`config.mk`:
```
export PLATFORM = sky130hd
export DESIGN_NAME = spi_slave_wishbone_bridge
export DESIGN_NICKNAME = d
export VERILOG_FILES = /design/src/rtl/spi_wb_pkg.sv /design/src/rtl/spi_input_sync.sv /design/src/rtl/spi_slave_wishbone_bridge.sv
export SDC_FILE = /design/constraint.sdc
export NUM_CORES = 1
export LEC_CHECK = 0
export CAP_MARGIN = 20
export CORE_AREA = 2 2 95 97
export CTS_BUF_LIST = sky130_fd_sc_hd__clkbuf_4 sky130_fd_sc_hd__clkbuf_8
export DETAILED_ROUTE_END_ITERATION = 16
export DIE_AREA = 0 0 97 99
export PLACE_DENSITY_LB_ADDON = 0.05
export REMOVE_ABC_BUFFERS = 1
export SLEW_MARGIN = 10
export SYNTH_ARGS = -nofsm -noshare
export SYNTH_HDL_FRONTEND = slang
export SYNTH_SLANG_ARGS = --single-unit
```
`constraint.sdc`:
```
create_clock -name CLK_I -period 1.7 [get_ports CLK_I]
set_input_delay 0.34 -clock CLK_I [delete_from_list [all_inputs] [get_ports CLK_I]]
set_output_delay 0.34 -clock CLK_I [all_outputs]
set_load 0.01 [all_outputs]
```
`src/rtl/spi_wb_pkg.sv`:
```
// Shared types and constants for the SPI-slave to Wishbone-master bridge.
package spi_wb_pkg;

    typedef enum logic [1:0] {
        IDLE = 2'd0,
        CMD  = 2'd1,
        DATA = 2'd2
    } spiState_t;

    typedef enum logic [1:0] {
        BUS_IDLE  = 2'd0,
        BUS_CYCLE = 2'd1,
        BUS_RETRY = 2'd2
    } busState_t;

    localparam int CMD_WRITE_BIT = 7;
    localparam int ADDR_BITS     = 7;

endpackage

```
`src/rtl/spi_input_sync.sv`:
```
// Two-flop synchronizers for the asynchronous SPI pins plus edge pulses
// derived from the synchronized sck and cs.
module spi_input_sync (
    input  logic clk,
    input  logic rst,
    input  logic sck,
    input  logic cs,
    input  logic mosi,
    output logic cs_sync,
    output logic mosi_sync,
    output logic sck_rise,
    output logic sck_fall,
    output logic cs_rise,
    output logic cs_fall
);

    logic [1:0] sck_ff_r;
    logic [1:0] cs_ff_r;
    logic [1:0] mosi_ff_r;
    logic       sck_prev_r;
    logic       cs_prev_r;

    // Synchronizer chains; cs resets to its inactive (high) level so no edge fires out of reset
    always_ff @(posedge clk) begin
        if (rst) begin
            sck_ff_r   <= 2'b00;
            cs_ff_r    <= 2'b11;
            mosi_ff_r  <= 2'b00;
            sck_prev_r <= 1'b0;
            cs_prev_r  <= 1'b1;
        end else begin
            sck_ff_r   <= {sck_ff_r[0], sck};
            cs_ff_r    <= {cs_ff_r[0], cs};
            mosi_ff_r  <= {mosi_ff_r[0], mosi};
            sck_prev_r <= sck_ff_r[1];
            cs_prev_r  <= cs_ff_r[1];
        end
    end

    assign cs_sync   = cs_ff_r[1];
    assign mosi_sync = mosi_ff_r[1];
    assign sck_rise  = sck_ff_r[1] & ~sck_prev_r;
    assign sck_fall  = ~sck_ff_r[1] & sck_prev_r;
    assign cs_rise   = cs_ff_r[1] & ~cs_prev_r;
    assign cs_fall   = ~cs_ff_r[1] & cs_prev_r;

endmodule

```
`src/rtl/spi_slave_wishbone_bridge.sv`:
```
// SPI mode-0 slave that turns host frames (command byte + data bytes) into
// Wishbone master reads/writes with retry, timeout and read prefetch.
module spi_slave_wishbone_bridge
    import spi_wb_pkg::*;
#(
    parameter int         BUS_TIMEOUT = 255,
    parameter logic [7:0] IDLE_FILL   = 8'hFF
) (
    input  logic       CLK_I,
    input  logic       RST_I,
    input  logic       sck,
    input  logic       cs,
    input  logic       mosi,
    output logic       miso,
    output logic       misoEn,
    output logic [7:0] ADR_O,
    output logic [7:0] DAT_O,
    input  logic [7:0] DAT_I,
    output logic       WE_O,
    output logic       STB_O,
    output logic       CYC_O,
    input  logic       ACK_I,
    input  logic       RTY_I,
    output logic [1:0] errFlags
);

    localparam int            TW       = $clog2(BUS_TIMEOUT + 1);
    localparam logic [TW-1:0] TMO_ZERO = TW'(0);
    localparam logic [TW-1:0] TMO_ONE  = TW'(1);
    localparam logic [TW-1:0] TMO_LAST = TW'(BUS_TIMEOUT - 1);

    logic                 cs_sync_s;
    logic                 mosi_sync_s;
    logic                 sck_rise_s;
    logic                 sck_fall_s;
    logic                 cs_rise_s;
    logic                 cs_fall_s;
    spiState_t            spi_state_r;
    spiState_t            spi_next_s;
    busState_t            bus_state_r;
    busState_t            bus_next_s;
    logic [2:0]           bit_cnt_r;
    logic [6:0]           shift_in_r;
    logic [7:0]           rx_byte_s;
    logic                 byte_done_s;
    logic                 is_write_r;
    logic [ADDR_BITS-1:0] addr_r;
    logic [ADDR_BITS-1:0] req_addr_s;
    logic                 req_s;
    logic                 req_we_s;
    logic                 post_s;
    logic                 overrun_s;
    logic [TW-1:0]        tmo_cnt_r;
    logic                 ack_s;
    logic                 timeout_s;
    logic [7:0]           read_buf_r;
    logic [7:0]           shift_out_r;
    logic                 rd_valid_r;
    logic                 discard_r;
    logic                 load_pend_r;
    logic                 load_miss_s;
    logic                 stb_r;
    logic                 we_r;
    logic [7:0]           adr_r;
    logic [7:0]           dat_r;
    logic [1:0]           err_r;

    spi_input_sync u_sync (
        .clk       (CLK_I),
        .rst       (RST_I),
        .sck       (sck),
        .cs        (cs),
        .mosi      (mosi),
        .cs_sync   (cs_sync_s),
        .mosi_sync (mosi_sync_s),
        .sck_rise  (sck_rise_s),
        .sck_fall  (sck_fall_s),
        .cs_rise   (cs_rise_s),
        .cs_fall   (cs_fall_s)
    );

    assign rx_byte_s   = {shift_in_r, mosi_sync_s};
    assign byte_done_s = sck_rise_s && !cs_rise_s && (spi_state_r != IDLE) && (bit_cnt_r == 3'd7);

    // Both FSM state registers
    always_ff @(posedge CLK_I) begin
        if (RST_I) begin
            spi_state_r <= IDLE;
            bus_state_r <= BUS_IDLE;
        end else begin
            spi_state_r <= spi_next_s;
            bus_state_r <= bus_next_s;
        end
    end

    // Frame FSM: cs rise aborts from any state
    always_comb begin
        spi_next_s = spi_state_r;
        if (cs_rise_s) begin
            spi_next_s = IDLE;
        end else begin
            case (spi_state_r)
                IDLE:    spi_next_s = cs_fall_s ? CMD : IDLE;
                CMD:     spi_next_s = byte_done_s ? DATA : CMD;
                DATA:    spi_next_s = DATA;
                default: spi_next_s = IDLE;
            endcase
        end
    end

    // Bit counter, receive shifter and the frame's direction/address
    always_ff @(posedge CLK_I) begin
        if (RST_I) begin
            bit_cnt_r  <= 3'd0;
            shift_in_r <= 7'd0;
            is_write_r <= 1'b0;
            addr_r     <= 7'd0;
        end else if (spi_state_r == IDLE || cs_rise_s) begin
            bit_cnt_r  <= 3'd0;
            shift_in_r <= 7'd0;
        end else if (sck_rise_s) begin
            bit_cnt_r  <= bit_cnt_r + 3'd1;
            shift_in_r <= rx_byte_s[6:0];
            if (byte_done_s && spi_state_r == CMD) begin
                is_write_r <= rx_byte_s[CMD_WRITE_BIT];
                addr_r     <= rx_byte_s[ADDR_BITS-1:0];
            end else if (byte_done_s) begin
                addr_r <= addr_r + 7'd1;
            end
        end
    end

    // A read command fetches its start address; read data bytes prefetch the next one
    always_comb begin
        req_s      = 1'b0;
        req_we_s   = 1'b0;
        req_addr_s = addr_r;
        if (byte_done_s && spi_state_r == CMD) begin
            req_s      = !rx_byte_s[CMD_WRITE_BIT];
            req_addr_s = rx_byte_s[ADDR_BITS-1:0];
        end else if (byte_done_s) begin
            req_s      = 1'b1;
            req_we_s   = is_write_r;
            req_addr_s = is_write_r ? addr_r : addr_r + 7'd1;
        end else begin
            req_s = 1'b0;
        end
    end

    assign post_s      = req_s && (bus_state_r == BUS_IDLE);
    assign overrun_s   = req_s && (bus_state_r != BUS_IDLE);
    assign ack_s       = (bus_state_r == BUS_CYCLE) && ACK_I;
    assign timeout_s   = (bus_state_r != BUS_IDLE) && !ack_s && (tmo_cnt_r == TMO_LAST);
    assign load_miss_s = sck_fall_s && load_pend_r && (spi_state_r != IDLE) && !is_write_r && !rd_valid_r;

    // Bus FSM: ACK beats RTY, timeout beats RTY
    always_comb begin
        bus_next_s = bus_state_r;
        case (bus_state_r)
            BUS_IDLE:  bus_next_s = post_s ? BUS_CYCLE : BUS_IDLE;
            BUS_CYCLE: begin
                if (ack_s || timeout_s) begin
                    bus_next_s = BUS_IDLE;
                end else if (RTY_I) begin
                    bus_next_s = BUS_RETRY;
                end else begin
                    bus_next_s = BUS_CYCLE;
                end
            end
            BUS_RETRY: bus_next_s = timeout_s ? BUS_IDLE : BUS_CYCLE;
            default:   bus_next_s = BUS_IDLE;
        endcase
    end

    // Bus outputs, timeout count, and read buffer (data of aborted frames is discarded)
    always_ff @(posedge CLK_I) begin
        if (RST_I) begin
            stb_r      <= 1'b0;
            we_r       <= 1'b0;
            adr_r      <= 8'h00;
            dat_r      <= 8'h00;
            tmo_cnt_r  <= TMO_ZERO;
            read_buf_r <= IDLE_FILL;
            rd_valid_r <= 1'b0;
            discard_r  <= 1'b0;
        end else begin
            stb_r <= (bus_next_s == BUS_CYCLE);
            if (cs_fall_s) begin
                rd_valid_r <= 1'b0;
            end
            if (post_s) begin
                adr_r     <= {1'b0, req_addr_s};
                dat_r     <= rx_byte_s;
                we_r      <= req_we_s;
                tmo_cnt_r <= TMO_ZERO;
                if (!req_we_s) begin
                    rd_valid_r <= 1'b0;
                end
            end else if (bus_state_r != BUS_IDLE && bus_next_s == BUS_IDLE) begin
                we_r      <= 1'b0;
                tmo_cnt_r <= TMO_ZERO;
                discard_r <= 1'b0;
                if (!we_r && !discard_r && !cs_rise_s) begin
                    read_buf_r <= ack_s ? DAT_I : IDLE_FILL;
                    rd_valid_r <= 1'b1;
                end
            end else if (bus_state_r != BUS_IDLE) begin
                tmo_cnt_r <= tmo_cnt_r + TMO_ONE;
                if (cs_rise_s) begin
                    discard_r <= 1'b1;
                end
            end
        end
    end

    // miso shifter: reloaded on the sck fall after each completed byte
    always_ff @(posedge CLK_I) begin
        if (RST_I) begin
            shift_out_r <= 8'h00;
            load_pend_r <= 1'b0;
        end else if (cs_fall_s) begin
            shift_out_r <= IDLE_FILL;
            load_pend_r <= 1'b0;
        end else if (spi_state_r == IDLE) begin
            load_pend_r <= 1'b0;
        end else if (byte_done_s) begin
            load_pend_r <= 1'b1;
        end else if (sck_fall_s && load_pend_r) begin
            load_pend_r <= 1'b0;
            shift_out_r <= (is_write_r || !rd_valid_r) ? IDLE_FILL : read_buf_r;
        end else if (sck_fall_s) begin
            shift_out_r <= {shift_out_r[6:0], 1'b1};
        end
    end

    // Sticky error flags, cleared when a new frame starts
    always_ff @(posedge CLK_I) begin
        if (RST_I) begin
            err_r <= 2'b00;
        end else begin
            err_r <= (cs_fall_s ? 2'b00 : err_r) | {timeout_s, overrun_s | load_miss_s};
        end
    end

    assign miso     = shift_out_r[7];
    assign misoEn   = ~cs_sync_s;
    assign ADR_O    = adr_r;
    assign DAT_O    = dat_r;
    assign WE_O     = we_r;
    assign STB_O    = stb_r;
    assign CYC_O    = stb_r;
    assign errFlags = err_r;

endmodule

```
==> results of run 1 <==
-- layout by cell type (no fill, tap or decap), types with 3 or more instances in the layout --
master,count
a211o_1,4
a211oi_1,10
a21oi_1,28
and3_1,4
buf_4,45
clkbuf_8,10
clkdlybuf4s50_1,35
dfxtp_1,73
dfxtp_2,3
ha_1,3
inv_1,8
nand2_1,41
nand2b_1,15
nand3_1,16
nand3b_1,3
nand4_1,3
nor2_1,32
nor2b_1,10
nor3_1,10
o2111ai_1,3
o21ai_0,14
o21ai_1,3
o221ai_1,3
o22a_1,9
o22ai_1,4
o31ai_1,8
o32ai_1,3
or2_2,4
xnor2_1,5
xor2_1,3
-- power breakdown --
group,total (mW),internal [mW],switching [mW]
Combinational,0.200,0.0998,0.0998
Sequential,1.81,1.80,0.0108
Clock,1.45,0.731,0.716
-- kinds of logic (layout without fill, tap and decap cells) --
kind of cell	after synthesis	in the layout	share of synthesized area
flops	76	76	0.453
mux	2	2	0.00596
other cells	1	1	0.00112
simple gates	151	151	0.223
compound gates	112	112	0.236
fa+ha+maj	5	5	0.0186
xor+xnor	8	8	0.0209
buf+inv	33	108	0.0410
-- worst paths after layout --
path                          start           endpoint
setup reg to reg       bit_cnt_r[1]           ADR_O[1]
hold / removal    u_sync.cs_ff_r[0]  u_sync.cs_ff_r[1]
hold reg to reg   u_sync.cs_ff_r[0]  u_sync.cs_ff_r[1]
setup / recovery       bit_cnt_r[1]           ADR_O[1]
-- area by class of cell --
class,count,area share
inverters,9,0.00826
clock buffers,10,0.0313
well taps,108,0.0308
clock inverters,6,0.0162
multi-input cells,279,0.402
repair buffers,83,0.164
flip-flops and latches,76,0.347
-- flip-flops by register name, indices dropped and copies added, names as in the netlist, 3 cells and up --
name,count
ADR_O,7
read_buf_r,8
DAT_O,8
tmo_cnt_r,8
bit_cnt_r,3
shift_out_r,8
addr_r,7
shift_in_r,7
-- metal layers --
metal	vias up	GRT usage	wire length, um
li1	1544	-	-
met1	1419	0.239	4140
met2	77	0.306	4040
met3	8	0.0362	302
met4	0	0.0758	110
met5	-	0	0
-- critical path, stage by stage (launching register included) --
cell and delay (ns):
dfxtp_2 0.36, ha_4 0.14, ha_4 0.14, inv_4 0.05, a2111o_1 0.39, buf_6 0.17, a211o_1 0.23, a21oi_1 0.12
-- what timing repair did --
action | CTS | global route
hold buffers | 0 | 0
endpoints found under the hold margin | 0 | 0
setup buffers | 0 | 2
pin swaps | 4 | 6
resized for setup | 12 | 10
endpoints found under the setup margin | 13 | 27
-- metrics by stage --
stage                     instances  utilization
after global routing            571        0.514
after detailed placement        553        0.478
final                           571        0.514
after CTS                       569        0.508
after global placement          553        0.478
after floorplan                 364            -
==> results.json, run 1 <==
{
  "grtUsageTotal": 0.185,
  "cts.reportedPaths.clkPinSlew_ns": 0.09,
  "outcome": "finished clean",
  "synth-async-reset-ratio": 0,
  "synth.yosys.warnings": 0,
  "grt_max_degree": 24,
  "totalPowerFinal_mw": 3.46,
  "pin_count": 38,
  "final.hold.worst_slack_ns": 0.416,
  "sequential_cell_area_um2": 1530,
  "setup_viol": 0,
  "holdPathStages": 1,
  "grt_pass1_vias": 2926,
  "hold_violations": 0,
  "post_layout_net_count": 478,
  "setup.reg_to_reg.worst_slack_ns": 0.04,
  "grt_pass1_wl_um": 14400,
  "avgSynthCellArea_um2": 8.66,
  "placement_rows": 34,
  "cts_made_buffers": 9,
  "post_dp_cell_area_um2": 4090,
  "period_minus_slack_ns": 1.66,
  "root_buffer": "clkbuf_8",
  "max_cap_viol_count": 0,
  "netlist_top_cells_area": "dfxtp_1 45%, nand2_1 4.6%, a21oi_1 4.2%",
  "htreeDepth": 3,
  "core_area_um2": 8550,
  "synth_top_cell_area_share": 0.453,
  "ff2ff_path_depth": 7,
  "antenna_cells": 0,
  "global_route_congestion_overflow_total": 0,
  "critical_path_class": "reg2reg",
  "gpl.final_weighted_congestion": 0.919,
  "final_setup_tns_ns": 0,
  "peakVddDrop_mv": 0.400,
  "critical_path_arrival_ns": 1.94,
  "die_width_um": 97,
  "drt.antenna.violating_nets": 0,
  "p_leak_nw": 1.57,
  "cts_tree": "done",
  "floorplan.initialDensity": 0.393,
  "yosys-top-cells-count": "76 x dfxtp_1, 41 x nand2_1, 32 x nor2_1",
  "period_utilisation_layout": 0.976,
  "ys_seq_area_frac": 0.453,
  "postRouteWirelength_um": 8590,
  "fillerInstances": 818,
  "timing.hold.worst.class": "reg2reg",
  "route.vias.total": 3048,
  "synthDominantAreaCellType": "dfxtp_1",
  "multi_input_area_um2": 1770,
  "slew_violations": 0,
  "place_ws_ns": -0.137,
  "synth.cell_area_um2": 3360,
  "detailed_place_hpwl_um": 6100,
  "clk_latency_ns": 0.35,
  "end_kind": "register",
  "post_synth_inst_count": 388,
  "synth_enable_flop_cells": 0,
  "synth_most_common_cell": "dfxtp_1",
  "fmax_mhz": 603,
  "detail_route.wl_per_cell_um": 15.0,
  "clock_skew_ns": 0.00779,
  "drt-vias-per-instance": 5.34,
  "cts_max_path_buffers": 2,
  "remaining_drc_errors": 0,
  "postLayoutCellArea_um2": 4390,
  "antenna_found_initial": 0,
  "final.setup.worst_slack_ns": 0.0409,
  "netlist-cell-type-count": 58,
  "setup.worst_path.start_class": "register",
  "ratio_of_cells_with_drive_above_1_in_the_final_layout": 0.181,
  "timing.critical_path.required_ns": 1.98,
  "numClockSinks": 76,
  "grt_setup_unrepaired": "true",
  "ys_dominant_reg_cell": "dfxtp_1",
  "critical_path_peak_fanout": 4,
  "area_growth_syn_to_layout_pct": 30.8,
  "yosys_register_bits": 76,
  "die_footprint_um2": 9600,
  "die-height_um": 99,
  "place.port_buffers": 36,
  "drt-initial-drc-count": 126,
  "dr.pass1.iters": 4,
  "power_density_nw_per_um2": 787
}
Power figures use the tool's default switching activity.
==> inputs of run 2 (changes only) <==
- CORE_AREA: 2 2 95 97 -> 2 2 91 102
- DIE_AREA: 0 0 97 99 -> 0 0 93 104
==> run 2 against run 1 <==
The run now ends with setup timing left; non-clock buffer count increased by 7; cell count is 2.3% higher; design area grew 1.7%; worst hold slack lost 0.0032 ns; highest routed layer unchanged; wire length grew 2.0%; first-iteration DRC count fell by 21%; critical path depth is 1 lower; via count up 1.5%; sequential power about the same.
==> results.json, run 2 (synthesized netlist as in run 1, its figures left out) <==
{
  "cts_max_path_buffers": 2,
  "violations": "setup timing",
  "dr.pass1.iters": 4,
  "max_cap_viol_count": 0,
  "final.hold.worst_slack_ns": 0.413,
  "p_leak_nw": 1.60,
  "drt-vias-per-instance": 5.30,
  "period_utilisation_layout": 1.00,
  "post_layout_net_count": 485,
  "cts_made_buffers": 9,
  "core_area_um2": 8650,
  "totalPowerFinal_mw": 3.55,
  "timing.critical_path.required_ns": 1.95,
  "global_route_congestion_overflow_total": 0,
  "cp_slowest_stage_delay_ns": 0.46,
  "final.setup.worst_slack_ns": -0.00610,
  "detail_route.wl_per_cell_um": 15.0,
  "post_dp_cell_area_um2": 4140,
  "layout_common_cells": "74 x dfxtp_1, 52 x buf_4, 40 x nand2_1",
  "setup_viol": 1,
  "antenna_found_initial": 0,
  "critical_path_class": "reg2reg",
  "end_kind": "register",
  "remaining_drc_errors": 0,
  "postCtsHoldBufs": 0,
  "grt_pass1_vias": 2886,
  "fmax_mhz": 586,
  "die_width_um": 93,
  "cts_tree": "done",
  "fin_cells": 584,
  "placedCellCount": 565,
  "clk_latency_ns": 0.36,
  "die-height_um": 104,
  "grtUsageTotal": 0.186,
  "final_util": 0.517,
  "cts.reportedPaths.clkPinSlew_ns": 0.08,
  "final_setup_tns_ns": -0.00610,
  "mostFrequentLayoutCell": "dfxtp_1",
  "place_ws_ns": -0.166,
  "root_buffer": "clkbuf_8",
  "area_growth_syn_to_layout_pct": 33.0,
  "grt_setup_unrepaired": "true",
  "postLayoutCellArea_um2": 4470,
  "route.vias.total": 3094,
  "critical_path_arrival_ns": 1.96,
  "period_minus_slack_ns": 1.71,
  "clock_skew_ns": 0.00768,
  "critical_path.cell_chain": "ha_4 -> ha_4 -> inv_4 -> a2111o_1 -> o211a_1 -> a41o_1",
  "antenna_cells": 0,
  "postRouteWirelength_um": 8760,
  "cpMostUsedCell": "ha_4",
  "timing.hold.worst.class": "reg2reg",
  "grt_max_degree": 21,
  "gpl.final_weighted_congestion": 0.913,
  "drt.antenna.violating_nets": 0,
  "grt_pass1_wl_um": 14300,
  "placement_rows": 36,
  "numClockSinks": 76,
  "die_footprint_um2": 9670,
  "htreeDepth": 3,
  "pin_count": 38,
  "critPathBufInv": 1,
  "worst_path_max_delay_cell": "a2111o_1",
  "drt-initial-drc-count": 100,
  "power_density_nw_per_um2": 795,
  "cp_top_family": "compound AO/OA/AOI/OAI gates",
  "critical_path_peak_fanout": 5,
  "slew_violations": 0,
  "floorplan.initialDensity": 0.388,
  "place.port_buffers": 36,
  "detailed_place_hpwl_um": 6350,
  "outcome": "complete, but fails checks",
  "setup.worst_path.start_class": "register",
  "peakVddDrop_mv": 0.507,
  "hold_violations": 0,
  "ratio_of_cells_with_drive_above_1_in_the_final_layout": 0.194
}
==> run 2: cell types whose count changed in the layout (fill, tap and decap cells not counted), moves of 2 or more <==
cell,change
buf_4,+7
o21ai_1,+5
o21ai_0,-5
inv_6,-2
==> run 2: path summary, 6_finish.rpt <==
kind / slack (ns) / depth (start not counted) / start / endpoint
max: -0.006 / 6 / bit_cnt_r[1] / ADR_O[6]
min: 0.41 / 1 / u_sync.cs_ff_r[0] / u_sync.cs_ff_r[1]
max reg2reg: -0.006 / 6 / bit_cnt_r[1] / ADR_O[6]
min reg2reg: 0.41 / 1 / u_sync.cs_ff_r[0] / u_sync.cs_ff_r[1]
==> run 2: what timing repair did <==
action / 4_1_cts / 5_1_grt
resized for setup: 6 / 23
endpoints found under the hold margin: 0 / 0
pin swaps: 3 / 8
setup buffers: 1 / 2
setup endpoints to repair: 5 / 35
==> run 2: layout make-up <==
class / instances / area [um^2]
clock buffer: 10 / 131
clock inverter: 6 / 88.8
fill: 837 / 4180
inverter: 9 / 36.3
multi-input combinational: 279 / 1770
sequential: 76 / 1520
tap: 114 / 143
timing repair buffer: 90 / 772
==> run 2: per-layer routing <==
metal | GRT usage | up-vias | part of all wire
met5 | 0 | - | 0
met4 | 0.0851 | 0 | 0.019
met3 | 0.0312 | 15 | 0.035
met2 | 0.308 | 61 | 0.49
met1 | 0.236 | 1454 | 0.46
li1 | - | 1564 | -
==> run 2: worst register-to-register path, delay by kind of cell, from the launching register on <==
family	cells	cell delay [ns]
buf+inv	1	0.04
fa+ha+maj	2	0.28
flops	1	0.36
compound gates	3	0.92
==> run 2: power breakdown <==
part           switching, mW  internal [mW]  leakage (nW)
logic                  0.102         0.0995         0.882
registers             0.0101           1.80         0.616
clock network          0.701          0.843         0.106
==> inputs of run 3 (changes only) <==
- clock period: 1.7 -> 2.2 ns (I/O delays scaled with it)
==> run 3 against run 2 <==
The flow now finishes without violations; worst setup slack gained 0.28 ns; die area is the same; cell count down 6.0%; flip-flop and latch count unchanged; critical path depth is 1 higher; wire length fell by 3.6%; sequential power shrank 23%; critical path type unchanged; highest routed layer unchanged.
==> results.json, run 3 (synthesized netlist as in run 1, its figures left out) <==
{
  "routing_usage_on_met3": 0.0399,
  "setup_viol": 0,
  "final.hold.worst_slack_ns": 0.415,
  "gr-usage-met2": 0.314,
  "final_util": 0.477,
  "post_cts_resized": 0,
  "worst_path_max_delay_cell": "dfxtp_1",
  "die_width_um": 93,
  "ratio_of_cells_with_drive_above_1_in_the_final_layout": 0.0989,
  "max_slew.worst_pin.slew_ns": 0.922,
  "place.port_buffers": 36,
  "r2r_startpoint": "bit_cnt_r[0]",
  "cp_slowest_stage_delay_ns": 0.36,
  "detail_route.wl_per_cell_um": 15.4,
  "cts.repair_timing.setup_buffer_count": 0,
  "detailed_place_hpwl_um": 6070,
  "postRouteWirelength_um": 8450,
  "htreeDepth": 3,
  "dr.pass1.iters": 4,
  "slew_violations": 0,
  "period_utilisation_layout": 0.876,
  "grt_setup_unrepaired": "false",
  "timing.critical_path.required_ns": 2.42,
  "clock_skew_ns": 0.0110,
  "end_kind": "register",
  "timing.max_slew.rel_slack": 0.381,
  "grt_pass1_vias": 2922,
  "route.vias.total": 2970,
  "holdPathStages": 1,
  "grt_pass1_wl_um": 14400,
  "clk_latency_ns": 0.35,
  "cpMostUsedCell": "ha_1",
  "fmax_mhz": 519,
  "peakVddDrop_mv": 0.298,
  "gpl.final_weighted_congestion": 0.896,
  "critical_path.cell_chain": "ha_1 -> ha_1 -> inv_1 -> a2111oi_4 -> buf_4 -> a211o_1 -> o32ai_1",
  "numClockSinks": 76,
  "pin_count": 38,
  "core_area_um2": 8650,
  "final_setup_tns_ns": 0,
  "critical_path_peak_fanout": 9,
  "root_buffer": "clkbuf_8",
  "critical_path_arrival_ns": 2.15,
  "power_density_nw_per_um2": 662,
  "grt_max_degree": 25,
  "max_cap_viol_count": 0,
  "remaining_drc_errors": 0,
  "floorplan.initialDensity": 0.388,
  "cts_tree": "done",
  "drt.antenna.violating_nets": 0,
  "sequential_cell_area_um2": 1520,
  "outcome": "finished clean",
  "drt-initial-drc-count": 151,
  "drt-vias-per-instance": 5.41,
  "die_footprint_um2": 9670,
  "placement_rows": 36,
  "hold_violations": 0,
  "setup.worst_path.start": "bit_cnt_r[0]",
  "cts_made_buffers": 9,
  "postCtsHoldBufs": 0,
  "fillerInstances": 849,
  "mostFrequentLayoutCell": "dfxtp_1",
  "antenna_cells": 0,
  "cts.reportedPaths.clkPinSlew_ns": 0.08,
  "global_route_congestion_overflow_total": 0,
  "global_route.peak_usage_layer": "met2",
  "period_minus_slack_ns": 1.93,
  "p_leak_nw": 1.43,
  "timing.hold.worst.class": "reg2reg",
  "globalRouteMet1Util": 0.231,
  "multi_input_area_um2": 1700,
  "critical_path_class": "reg2reg",
  "setup.worst_path.start_class": "register",
  "antenna_found_initial": 0,
  "grtUsageTotal": 0.185,
  "die-height_um": 104,
  "area_growth_syn_to_layout_pct": 22.7,
  "ff2ff_path_depth": 7,
  "post_layout_net_count": 450,
  "holdCritStartpoint": "u_sync.cs_ff_r[0]",
  "layout_common_cells": "76 x dfxtp_1, 41 x nand2_1, 36 x clkdlybuf4s50_1",
  "cts_max_path_buffers": 2
}
==> run 3: area by class of cell <==
type	instances	area share
multi-input cells	279	0.413
well taps	114	0.0346
clock buffers	10	0.0319
repair buffers	55	0.122
flip-flops and latches	76	0.369
inverters	9	0.00820
clock inverters	6	0.0216
==> run 3: path summary, 6_finish.rpt <==
check	end	slack, ns
hold / removal	u_sync.cs_ff_r[1]	0.41
setup reg to reg	WE_O	0.27
setup / recovery	WE_O	0.27
hold reg to reg	u_sync.cs_ff_r[1]	0.41
==> run 3: through the flow <==
stage	total power [mW]	cells	setup slack (ns)	area, um^2
after detailed placement	1.57	533	0.195	3900
after global placement	1.57	533	0.238	3900
after global routing	2.83	549	0.150	4120
final	2.73	549	0.272	4120
after floorplan	1.49	364	0.369	3260
after CTS	2.76	549	0.279	4120
==> run 3: worst max-delay path: cells and delay by family, from the launching register on <==
| kind | cells | cell delay (ns) |
|---|---|---|
| AOI/OAI and AO/OA | 3 | 0.73 |
| adders and majority gates | 2 | 0.36 |
| DFF | 1 | 0.36 |
| buffers and inverters | 2 | 0.34 |
==> run 3: power by group <==
part           switching, mW  leakage (nW)  internal [mW]
logic                 0.0717         0.705         0.0620
clock network          0.543         0.106          0.652
registers             0.0103         0.615           1.39
==> run 3: per-layer routing <==
layer | vias up | part of all wire
li1 | 1489 | -
met1 | 1401 | 0.46
met2 | 66 | 0.49
met3 | 14 | 0.035
met4 | 0 | 0.019
met5 | - | 0
